--- config.mk ---
export PLATFORM = sky130hd
export DESIGN_NAME = alu_share_ctrl
export DESIGN_NICKNAME = d
export VERILOG_FILES = /design/src/rtl/alu_share_ctrl.sv
export SDC_FILE = /design/constraint.sdc
export NUM_CORES = 1
export LEC_CHECK = 0
export CAP_MARGIN = 10
export CORE_MARGIN = 2
export CORE_UTILIZATION = 39
export DETAILED_ROUTE_END_ITERATION = 12
export PLACE_DENSITY = 0.87
export SYNTH_ARGS = -nofsm -noshare
export SYNTH_HDL_FRONTEND = slang
export SYNTH_SLANG_ARGS = --single-unit
--- constraint.sdc ---
create_clock -name clk -period 5 [get_ports clk]
set_input_delay 0.5 -clock clk [delete_from_list [all_inputs] [get_ports clk]]
set_output_delay 0.5 -clock clk [all_outputs]
set_load 0.01 [all_outputs]
--- src/rtl/alu_share_ctrl.sv ---
// Round-robin sharer of one combinational ALU between two valid/ready requesters.
// Define ALU_SHARE_PERF_EN to add the perf_grant0/perf_grant1/perf_stall counters.
module alu_share_ctrl #(
  parameter int WIDTH  = 32,
  parameter int CTRL_W = 4
) (
  input  logic              clk,
  input  logic              reset,
  input  logic [1:0]        req_valid,
  output logic [1:0]        req_ready,
  input  logic [WIDTH-1:0]  req_a0,
  input  logic [WIDTH-1:0]  req_a1,
  input  logic [WIDTH-1:0]  req_b0,
  input  logic [WIDTH-1:0]  req_b1,
  input  logic [CTRL_W-1:0] req_ctrl0,
  input  logic [CTRL_W-1:0] req_ctrl1,
  output logic [1:0]        rsp_valid,
  input  logic [1:0]        rsp_ready,
  output logic [WIDTH-1:0]  rsp_result,
  output logic              rsp_zero,
  output logic [WIDTH-1:0]  alu_a,
  output logic [WIDTH-1:0]  alu_b,
  output logic [CTRL_W-1:0] alu_ctrl,
  input  logic [WIDTH-1:0]  alu_result,
  input  logic              alu_zero,
`ifdef ALU_SHARE_PERF_EN
  output logic [31:0]       perf_grant0,
  output logic [31:0]       perf_grant1,
  output logic [31:0]       perf_stall,
`endif
  output logic              busy
);

  typedef enum logic [1:0] {IDLE, EXEC, RESP} state_t;

  state_t             state, state_nxt;
  logic               rr_ptr;
  logic               owner;
  logic               grant_any;
  logic               grant_id;
  logic [WIDTH-1:0]   a_q, b_q;
  logic [CTRL_W-1:0]  ctrl_q;

  // rr_ptr names the favoured requester when both are pending
  always_comb begin
    state_nxt = state;
    req_ready = 2'b00;
    rsp_valid = 2'b00;
    grant_any = 1'b0;
    grant_id  = rr_ptr;
    case (state)
      IDLE: begin
        if (|req_valid) begin
          grant_any = 1'b1;
          grant_id  = (&req_valid) ? rr_ptr : req_valid[1];
          req_ready = grant_id ? 2'b10 : 2'b01;
          state_nxt = EXEC;
        end
      end
      EXEC: state_nxt = RESP;
      RESP: begin
        rsp_valid = owner ? 2'b10 : 2'b01;
        if (rsp_ready[owner]) state_nxt = IDLE;
      end
      default: state_nxt = IDLE;
    endcase
    if (reset) begin
      req_ready = 2'b00;
      rsp_valid = 2'b00;
      grant_any = 1'b0;
    end
  end

  always_ff @(posedge clk) begin
    if (reset) begin
      state      <= IDLE;
      rr_ptr     <= 1'b0;
      owner      <= 1'b0;
      a_q        <= '0;
      b_q        <= '0;
      ctrl_q     <= '0;
      rsp_result <= '0;
      rsp_zero   <= 1'b0;
    end else begin
      state <= state_nxt;
      if (grant_any) begin
        owner  <= grant_id;
        rr_ptr <= ~grant_id;
        a_q    <= grant_id ? req_a1    : req_a0;
        b_q    <= grant_id ? req_b1    : req_b0;
        ctrl_q <= grant_id ? req_ctrl1 : req_ctrl0;
      end
      if (state == EXEC) begin
        rsp_result <= alu_result;
        rsp_zero   <= alu_zero;
      end
    end
  end

  assign alu_a    = a_q;
  assign alu_b    = b_q;
  assign alu_ctrl = ctrl_q;
  assign busy     = (state != IDLE);

`ifdef ALU_SHARE_PERF_EN
  logic [1:0] stall_bits;
  assign stall_bits = req_valid & ~req_ready;

  always_ff @(posedge clk) begin
    if (reset) begin
      perf_grant0 <= '0;
      perf_grant1 <= '0;
      perf_stall  <= '0;
    end else begin
      if (grant_any && !grant_id) perf_grant0 <= perf_grant0 + 32'd1;
      if (grant_any &&  grant_id) perf_grant1 <= perf_grant1 + 32'd1;
      perf_stall <= perf_stall + {31'd0, stall_bits[0]} + {31'd0, stall_bits[1]};
    end
  end
`endif

endmodule

==> impl_metrics.py, run 1 <==
metrics = {
    "final_layout": {
        "final_common_cell": "clkdlybuf4s50_1",
        "multi_input_area_sq_um": 1950,
        "nNetsFinal": 973,
        "drive_gt1_share_pct": 3.24,
        "fill_cells": 852,
        "layout_common_cells": "clkdlybuf4s50_1 (279), nand2_1 (205), dfxtp_1 (105), nor2_1 (71), a311oi_1 (69)",
        "area_growth_syn_to_layout_pct": 73.1,
        "antennaDiodeCount": 0,
        "regArea_sq_um": 2100,
    },
    "drt": {
        "drt_first_pass_iters": 4,
        "finalWirelength_um": 14300,
        "drc_errors": 0,
        "postRouteAntennaNets": 0,
        "vias_per_cell": 5.15,
        "wl_per_cell_um": 15.2,
        "drt_iter0_drc": 263,
        "via_count": 4859,
    },
    "clock_tree": {
        "clockBufferDepth": 2,
        "cts.clk_slew.worst_paths_ns": 0.10,
        "cts_tree": "done",
        "cts_resized": 0,
        "htreeDepth": 3,
        "insertion_delay_ns": 0.35,
        "cts-buffers-inserted": 9,
        "cts.sinks": 105,
        "root_buffer": "clkbuf_8",
        "ctsHoldBuffers": 0,
        "cts_setup_buffers": 0,
    },
    "power": {
        "p_leak_nw": 2.77,
        "p_sw_share_pct": 28.1,
        "clkPwrFrac_pct": 27.0,
        "power.density_nw_per_um2": 313,
        "switchingPower_w": 0.000648,
        "power_frac_comb_pct": 30.2,
        "intPower_w": 0.00165,
        "peakVddDrop_v": 0.000151,
        "seqPwrFrac_pct": 42.8,
    },
    "setup_path": {
        "ff2ff_setup_slack_ns": 2.32,
        "slowest_delay_ns": 0.98,
        "cp.required_ns": 5.26,
        "crit_buf_inv": 1,
        "cp_max_fo": 68,
        "path_delay_family": "compound AO/OA/AOI/OAI gates",
        "start_kind": "input port",
        "slowest_stage": "a211o_2",
        "worstPathArrival_ns": 3.25,
        "endpoint_kind": "register",
        "path_cells": "clkdlybuf4s50_1 > nor4b_1 > a211o_2 > nand2_1 > a311oi_1",
        "path_class": "in2reg",
    },
    "sta": {
        "finalCritPeriodShare_pct": 59.8,
        "tns_ns": 0,
        "tightest_slew_ns": 1.18,
        "max_freq_ghz": 0.335,
        "fin_skew_ns": 0.00691,
        "slew_headroom_pct": 21.6,
        "min_period_ns": 2.99,
        "slew_violations": 0,
        "fin_ws_ns": 2.01,
        "hold_viol": 0,
        "setup_viol_count_final": 0,
        "rsz0062_at_grt": "false",
    },
    "synthesis": {
        "synthesis.area_sq_um": 4240,
        "syn_inst": 551,
        "syn_area_per_cell_sq_um": 7.70,
        "ys_seq_area_share_pct": 49.5,
        "synth_cell_types": 21,
        "ys_warn_count": 0,
        "ys_ff_latch": 105,
        "synthesis.nets": 726,
    },
    "floorplan": {
        "dieArea_sq_um": 11700,
        "fp.dieW_um": 108,
        "ios": 281,
        "row_count": 38,
        "die_h_um": 108,
        "fp.coreArea_sq_um": 10700,
        "initial_core_util_pct": 39.5,
    },
    "global_routing": {
        "track_usage_pct": 22.9,
        "antenna_found_initial": 0,
        "grt_pass1_vias": 4564,
        "overflow": 0,
        "grt_pass1_wl_um": 21500,
        "grt_max_degree": 110,
    },
    "worst_hold_path": {
        "min_path_type": "reg2reg",
    },
    "place": {
        "gp_congestion": 0.754,
        "port_buffers": 280,
        "hpwl_um": 10400,
        "pre_cts_slack_ns": 1.63,
    },
    "flow_run": {
        "max_cap_viol_count": 0,
    },
    "run_status": {
        "status": "complete, no violations",
    },
}
power by group through the flow:
stage               logic (W)  registers (W)  clock network (W)
detailed placement   0.000689        0.00100                  0
global route         0.000754       0.000995           0.000663
global placement     0.000670       0.000998                  0
CTS                  0.000693       0.000985           0.000636
floorplan            0.000262        0.00104                  0
finish               0.000696       0.000985           0.000621
worst register-to-register path: stages, from the launching register on:
cell,delay (ns)
dfxtp_1,0.39
nor4b_1,0.70
a211o_2,0.98
nand2_1,0.23
a311oi_1,0.29
cells in the mapped netlist (all sizes together):
cell / n / area [sq um]
a211oi: 2 / 20.0
nand2: 205 / 769
clkbuf: 40 / 150
nand3: 1 / 5.00
nor2: 71 / 267
nand2b: 1 / 6.26
nand3b: 1 / 7.51
nor2b: 2 / 12.5
mux2i: 1 / 10.0
nor4bb: 1 / 10.0
a21oi: 36 / 180
a311oi: 69 / 604
inv: 2 / 7.51
nor4b: 2 / 17.5
a211o: 1 / 8.76
dfxtp: 105 / 2100
or3: 1 / 6.26
buf: 9 / 52.6
o21a: 1 / 7.51
cells by family (layout without fill, tap and decap cells):
| kind of cell | count (synthesis) | count (layout) | share of synthesized area [%] |
|---|---|---|---|
| simple gates | 285 | 285 | 25.9 |
| compound gates | 109 | 109 | 19.3 |
| flops | 105 | 105 | 49.5 |
| buf+inv | 51 | 303 | 4.95 |
| mux | 1 | 1 | 0.236 |
final timing paths:
path / startpoint / end / cells past startpoint
min reg2reg: rsp_zero / rsp_zero / 2
max: req_valid[0] / alu_a[29] / 5
max reg2reg: state[1] / alu_a[29] / 4
min: rsp_zero / rsp_zero / 2
sequential cells by signal, indices dropped and copies added (netlist names):
register    count
owner           1
alu_a          32
state           2
rr_ptr          1
alu_ctrl        4
rsp_result     32
rsp_zero        1
alu_b          32
through the flow:
stage	std cells	cell area, sq um	hold WS [ns]	utilization (%)	total power (W)
final	943	7350	0.458	68.4	0.00230
after global placement	924	7060	0.441	65.7	0.00167
after global routing	943	7350	0.480	68.4	0.00241
after detailed placement	924	7060	0.448	65.7	0.00169
after floorplan	551	4240	0.471	-	0.00130
after CTS	940	7310	0.461	68.0	0.00231
layer usage:
metal / wire (um) / global-route usage (%) / vias up / part of all wire [%]
met5: 0 / 0 / - / 0
met4: 552 / 11.3 / 0 / 3.8
met3: 1380 / 7.35 / 39 / 9.6
met2: 7040 / 40.9 / 231 / 49
met1: 5370 / 24.4 / 2227 / 37
li1: - / - / 2362 / -
layout make-up:
type	count	share of cell area (%)
clock buffer	10	1.87
clock inverter	6	1.43
inverter	2	0.102
multi-input combinational	395	26.5
sequential	105	28.6
tap	140	2.38
timing repair buffer	285	39.0
Note: power is estimated with default switching activity, not from simulation.
==> run 2: changes to the inputs <==
--- a/config.mk
+++ b/config.mk
@@ -7,9 +7,9 @@
 export LEC_CHECK = 0
 export CAP_MARGIN = 10
 export CORE_MARGIN = 2
-export CORE_UTILIZATION = 39
+export CORE_UTILIZATION = 36
 export DETAILED_ROUTE_END_ITERATION = 12
-export PLACE_DENSITY = 0.87
+export PLACE_DENSITY = 0.82
 export SYNTH_ARGS = -nofsm -noshare
 export SYNTH_HDL_FRONTEND = slang
 export SYNTH_SLANG_ARGS = --single-unit
==> constraint.sdc (replaced) <==
create_clock -name clk -period 3 [get_ports clk]
set_input_delay 0.3 -clock clk [delete_from_list [all_inputs] [get_ports clk]]
set_output_delay 0.3 -clock clk [all_outputs]
set_load 0.01 [all_outputs]
==> impl_metrics.py, run 2 (synthesis results as in run 1) <==
metrics = {
    "clock_tree": {
        "insertion_delay_ns": 0.33,
        "cts-buffers-inserted": 9,
        "cts.sinks": 105,
        "root_buffer": "clkbuf_16",
        "cts_setup_buffers": 0,
        "cts_resized": 0,
        "ctsHoldBuffers": 0,
        "cts_tree": "done",
        "clockBufferDepth": 2,
        "htreeDepth": 3,
        "cts.clk_slew.worst_paths_ns": 0.06,
    },
    "final_layout": {
        "fin_util_pct": 64.7,
        "fill_cells": 931,
        "nNetsFinal": 979,
        "final_common_cell": "clkdlybuf4s50_1",
        "area_growth_syn_to_layout_pct": 74.9,
        "layout_common_cells": "clkdlybuf4s50_1 (279), nand2_1 (205), dfxtp_1 (105), nor2_1 (71), a311oi_1 (69)",
        "antennaDiodeCount": 0,
        "drive_gt1_share_pct": 3.83,
    },
    "drt": {
        "postRouteAntennaNets": 0,
        "wl_per_cell_um": 15.4,
        "finalWirelength_um": 14700,
        "drt_iter0_drc": 220,
        "vias_per_cell": 5.15,
        "drt_first_pass_iters": 4,
        "via_count": 4903,
        "drc_errors": 0,
    },
    "global_routing": {
        "grt_pass1_vias": 4829,
        "antenna_found_initial": 0,
        "grt_pass1_wl_um": 23100,
        "overflow": 0,
        "track_usage_pct": 22.4,
        "grt_max_degree": 101,
    },
    "setup_path": {
        "cp_max_fo": 8,
        "start_kind": "register",
        "reg2reg_depth": 5,
        "worstPathArrival_ns": 2.00,
        "endpoint_kind": "primary output",
        "slowest_stage": "clkdlybuf4s50_1",
        "path_cells": "nor2_1 > nand2_1 > a211oi_1 > clkdlybuf4s50_1",
        "crit_buf_inv": 1,
        "reg2reg_from": "state[1]",
        "ff2ff_setup_slack_ns": 0.96,
        "reg2reg_to": "alu_b[24]",
        "path_class": "reg2out",
        "cp.required_ns": 2.70,
        "path_delay_family": "buffers and inverters",
        "slowest_delay_ns": 0.59,
    },
    "floorplan": {
        "row_count": 39,
        "die_h_um": 113,
        "ios": 281,
        "fp.coreArea_sq_um": 11500,
        "dieArea_sq_um": 12700,
        "fp.dieW_um": 113,
        "initial_core_util_pct": 37.0,
    },
    "sta": {
        "whs_ns": 0.218,
        "finalCritPeriodShare_pct": 76.6,
        "fin_skew_ns": 0.00566,
        "slew_violations": 0,
        "tns_ns": 0,
        "slew_headroom_pct": 28.9,
        "rsz0062_at_grt": "false",
        "hold_viol": 0,
        "max_freq_ghz": 0.435,
        "min_period_ns": 2.30,
        "setup_viol_count_final": 0,
        "tightest_slew_ns": 1.07,
    },
    "power": {
        "power.density_nw_per_um2": 522,
        "p_leak_nw": 2.80,
        "peakVddDrop_v": 0.000284,
    },
    "worst_hold_path": {
        "min_path_type": "in2reg",
        "holdPathStages": 2,
        "holdPathEnd": "state[1]",
        "worstHoldStart": "reset",
    },
    "place": {
        "gp_congestion": 0.871,
        "port_buffers": 280,
        "hpwl_um": 10900,
    },
    "run_status": {
        "status": "complete, no violations",
    },
    "flow_run": {
        "max_cap_viol_count": 0,
    },
}
==> run 2: worst reg2reg max path: stages (launching register included) <==
cell and delay, ns:
dfxtp_1 0.38, or3_1 0.46, a211oi_4 0.27, buf_4 0.43
nand2_1 0.12, a311oi_1 0.29
==> run 2: area by class of cell <==
class                      instances  area [sq um]  area share [%]
multi-input combinational        395          1950            26.3
sequential                       105          2100            28.3
clock inverter                     6          35.0           0.472
inverter                           2          7.51           0.101
tap                              143           179            2.41
timing repair buffer             291          2920            39.3
clock buffer                      10           229            3.08
==> run 2: through the flow <==
step / setup WS [ns] / instance area [sq um] / power, W / std cells
6_report: 0.703 / 7420 / 0.00387 / 952
5_1_grt: 0.557 / 7420 / 0.00408 / 952
4_1_cts: 0.691 / 7420 / 0.00391 / 952
3_5_place_dp: 0.552 / 7160 / 0.00286 / 936
3_3_place_gp: 0.664 / 7160 / 0.00282 / 936
2_1_floorplan: 1.27 / 4240 / 0.00217 / 551
==> run 2: how the worst max path moves through the flow <==
stage	cells after the start	start	endpoint
3_3_place_gp	6	req_valid[0]	alu_b[3]
6_report	4	state[1]	req_ready[0]
3_5_place_dp	6	req_valid[0]	alu_b[24]
4_1_cts	4	state[1]	req_ready[0]
5_1_grt	4	state[1]	req_ready[0]
2_1_floorplan	6	state[1]	alu_a[11]
==> run 2: where the power goes <==
part           switching (W)  total (W)  internal (W)
clock               0.000494    0.00105      0.000557
combinational       0.000538    0.00118      0.000640
sequential         0.0000905    0.00164       0.00155
==> run 2: per-layer routing <==
layer  vias to the layer above  global-route usage (%)  share of wire (%)
li1                       2379                       -                  -
met1                      2252                    25.5                 39
met2                       232                    38.6                 48
met3                        40                    6.59                8.9
met4                         0                    10.3                3.6
met5                         -                       0                  0
==> run 3: changes to the inputs <==
--- a/config.mk
+++ b/config.mk
@@ -7,9 +7,9 @@
 export LEC_CHECK = 0
 export CAP_MARGIN = 10
 export CORE_MARGIN = 2
-export CORE_UTILIZATION = 36
+export CORE_UTILIZATION = 33
 export DETAILED_ROUTE_END_ITERATION = 12
-export PLACE_DENSITY = 0.82
+export PLACE_DENSITY = 0.79
 export SYNTH_ARGS = -nofsm -noshare
 export SYNTH_HDL_FRONTEND = slang
 export SYNTH_SLANG_ARGS = --single-unit
==> constraint.sdc (replaced) <==
create_clock -name clk -period 2 [get_ports clk]
set_input_delay 0.2 -clock clk [delete_from_list [all_inputs] [get_ports clk]]
set_output_delay 0.2 -clock clk [all_outputs]
set_load 0.01 [all_outputs]
==> impl_metrics.py, run 3 (synthesis results as in run 1) <==
metrics = {
    "sta": {
        "finalCritPeriodShare_pct": 92.0,
        "slew_violations": 0,
        "setup_viol_count_final": 0,
        "slew_headroom_pct": 50.7,
        "rsz0062_at_grt": "false",
        "fin_skew_ns": 0.00934,
        "hold_viol": 0,
        "max_freq_ghz": 0.544,
        "min_period_ns": 1.84,
        "fin_ws_ns": 0.161,
        "whs_ns": 0.0850,
        "tightest_slew_ns": 0.739,
    },
    "power": {
        "power.density_nw_per_um2": 806,
        "p_leak_nw": 2.93,
        "finalPower_w": 0.00618,
        "peakVddDrop_v": 0.000352,
    },
    "drt": {
        "postRouteAntennaNets": 0,
        "vias_per_cell": 4.74,
        "wl_met1_um": 5580,
        "wl_per_cell_um": 13.8,
        "via_count": 4701,
        "wl_met3_um": 1270,
        "finalWirelength_um": 13700,
        "drt_first_pass_iters": 4,
        "drc_errors": 0,
        "drt_iter0_drc": 219,
        "highest_layer": "met4",
        "wl_met2_um": 6630,
    },
    "clock_tree": {
        "cts.sinks": 105,
        "cts_tree": "done",
        "htreeDepth": 3,
        "clockBufferDepth": 2,
        "root_buffer": "clkbuf_16",
        "insertion_delay_ns": 0.34,
        "cts.clk_slew.worst_paths_ns": 0.07,
        "cts-buffers-inserted": 9,
    },
    "place": {
        "gp_congestion": 0.782,
        "pre_cts_slack_ns": -0.0778,
        "port_buffers": 280,
        "place_inst": 973,
        "placed_cell_area_sq_um": 7310,
        "hpwl_um": 10000,
    },
    "setup_path": {
        "worstPathArrival_ns": 1.64,
        "cp.required_ns": 1.80,
        "cp_max_fo": 8,
        "reg2reg_to": "alu_a[7]",
        "crit_path_start": "state[0]",
        "reg2reg_depth": 6,
        "critPathCapture": "busy",
        "ff2ff_setup_slack_ns": 0.16,
        "reg2reg_from": "state[0]",
        "start_kind": "register",
        "path_class": "reg2out",
        "endpoint_kind": "primary output",
    },
    "final_layout": {
        "layout_common_cells": "clkdlybuf4s50_1 (275), nand2_1 (205), dfxtp_1 (105), nor2_1 (70), a311oi_1 (69)",
        "area_growth_syn_to_layout_pct": 80.6,
        "final_common_cell": "clkdlybuf4s50_1",
        "antennaDiodeCount": 0,
        "drive_gt1_share_pct": 5.25,
        "final_cell_area_sq_um": 7670,
        "nNetsFinal": 989,
        "finalNonFillerCells": 991,
    },
    "floorplan": {
        "dieArea_sq_um": 13800,
        "row_count": 41,
        "die_h_um": 117,
        "fp.coreArea_sq_um": 12600,
        "initial_core_util_pct": 33.8,
        "fp.dieW_um": 117,
        "ios": 281,
    },
    "global_routing": {
        "grt_pass1_wl_um": 22000,
        "grt_max_degree": 72,
        "antenna_found_initial": 0,
        "grt_pass1_vias": 4486,
        "track_usage_pct": 19.5,
        "overflow": 0,
    },
    "worst_hold_path": {
        "min_path_type": "in2reg",
    },
    "flow_run": {
        "max_cap_viol_count": 0,
    },
    "run_status": {
        "status": "complete, no violations",
    },
}
[run 3: metal layers]
metal	GRT usage, %	vias up
li1	-	2403
met1	22.3	2087
met2	33.1	194
met3	7.25	17
met4	7.08	0
met5	0	-
[run 3: worst min-delay path by stage]
| stage | startpoint | to | slack [ns] | cells past startpoint |
|---|---|---|---|---|
| floorplan | req_valid[1] | rr_ptr | 0.32 | 1 |
| global placement | rsp_result[21] | rsp_result[21] | 0.44 | 2 |
| detailed placement | reset | owner | 0.44 | 2 |
| CTS | reset | owner | 0.07 | 2 |
| global route | reset | owner | 0.09 | 2 |
| finish | reset | owner | 0.09 | 2 |
[run 3: final cells by class]
type | count | area, sq um
Clock buffer | 9 | 225
Clock inverter | 7 | 101
Fill cell | 1114 | 4900
Inverter | 2 | 7.51
Multi-Input combinational cell | 395 | 1950
Sequential cell | 105 | 2100
Tap cell | 172 | 215
Timing Repair Buffer | 301 | 3060
[run 3: power by group]
group	total [W]	internal [W]	switching (W)
Sequential	0.00245	0.00233	0.000120
Clock	0.00191	0.00111	0.000805
Combinational	0.00182	0.00102	0.000799
[run 3: worst max-delay path, cell delays in order, from the launching register on]
cell             delay [ns]
dfxtp_1                0.47
nor2_2                 0.09
buf_4                  0.16
inv_1                  0.05
clkdlybuf4s50_1        0.54
[run 3: stage by stage]
step           setup TNS [ns]  util (%)
3_3_place_gp           -0.984      58.1
5_1_grt                     0      61.0
4_1_cts                     0      60.7
3_5_place_dp            -2.06      58.1
6_report                    0      61.0
2_1_floorplan               0         -
[run 3: timing repair]
action,CTS,global route
pin swaps,0,1
hold buffers,0,0
buffers inserted,0,1
setup endpoints to repair,2,12
gates resized for setup,4,1
hold endpoints to repair,0,0
cloned,0,1
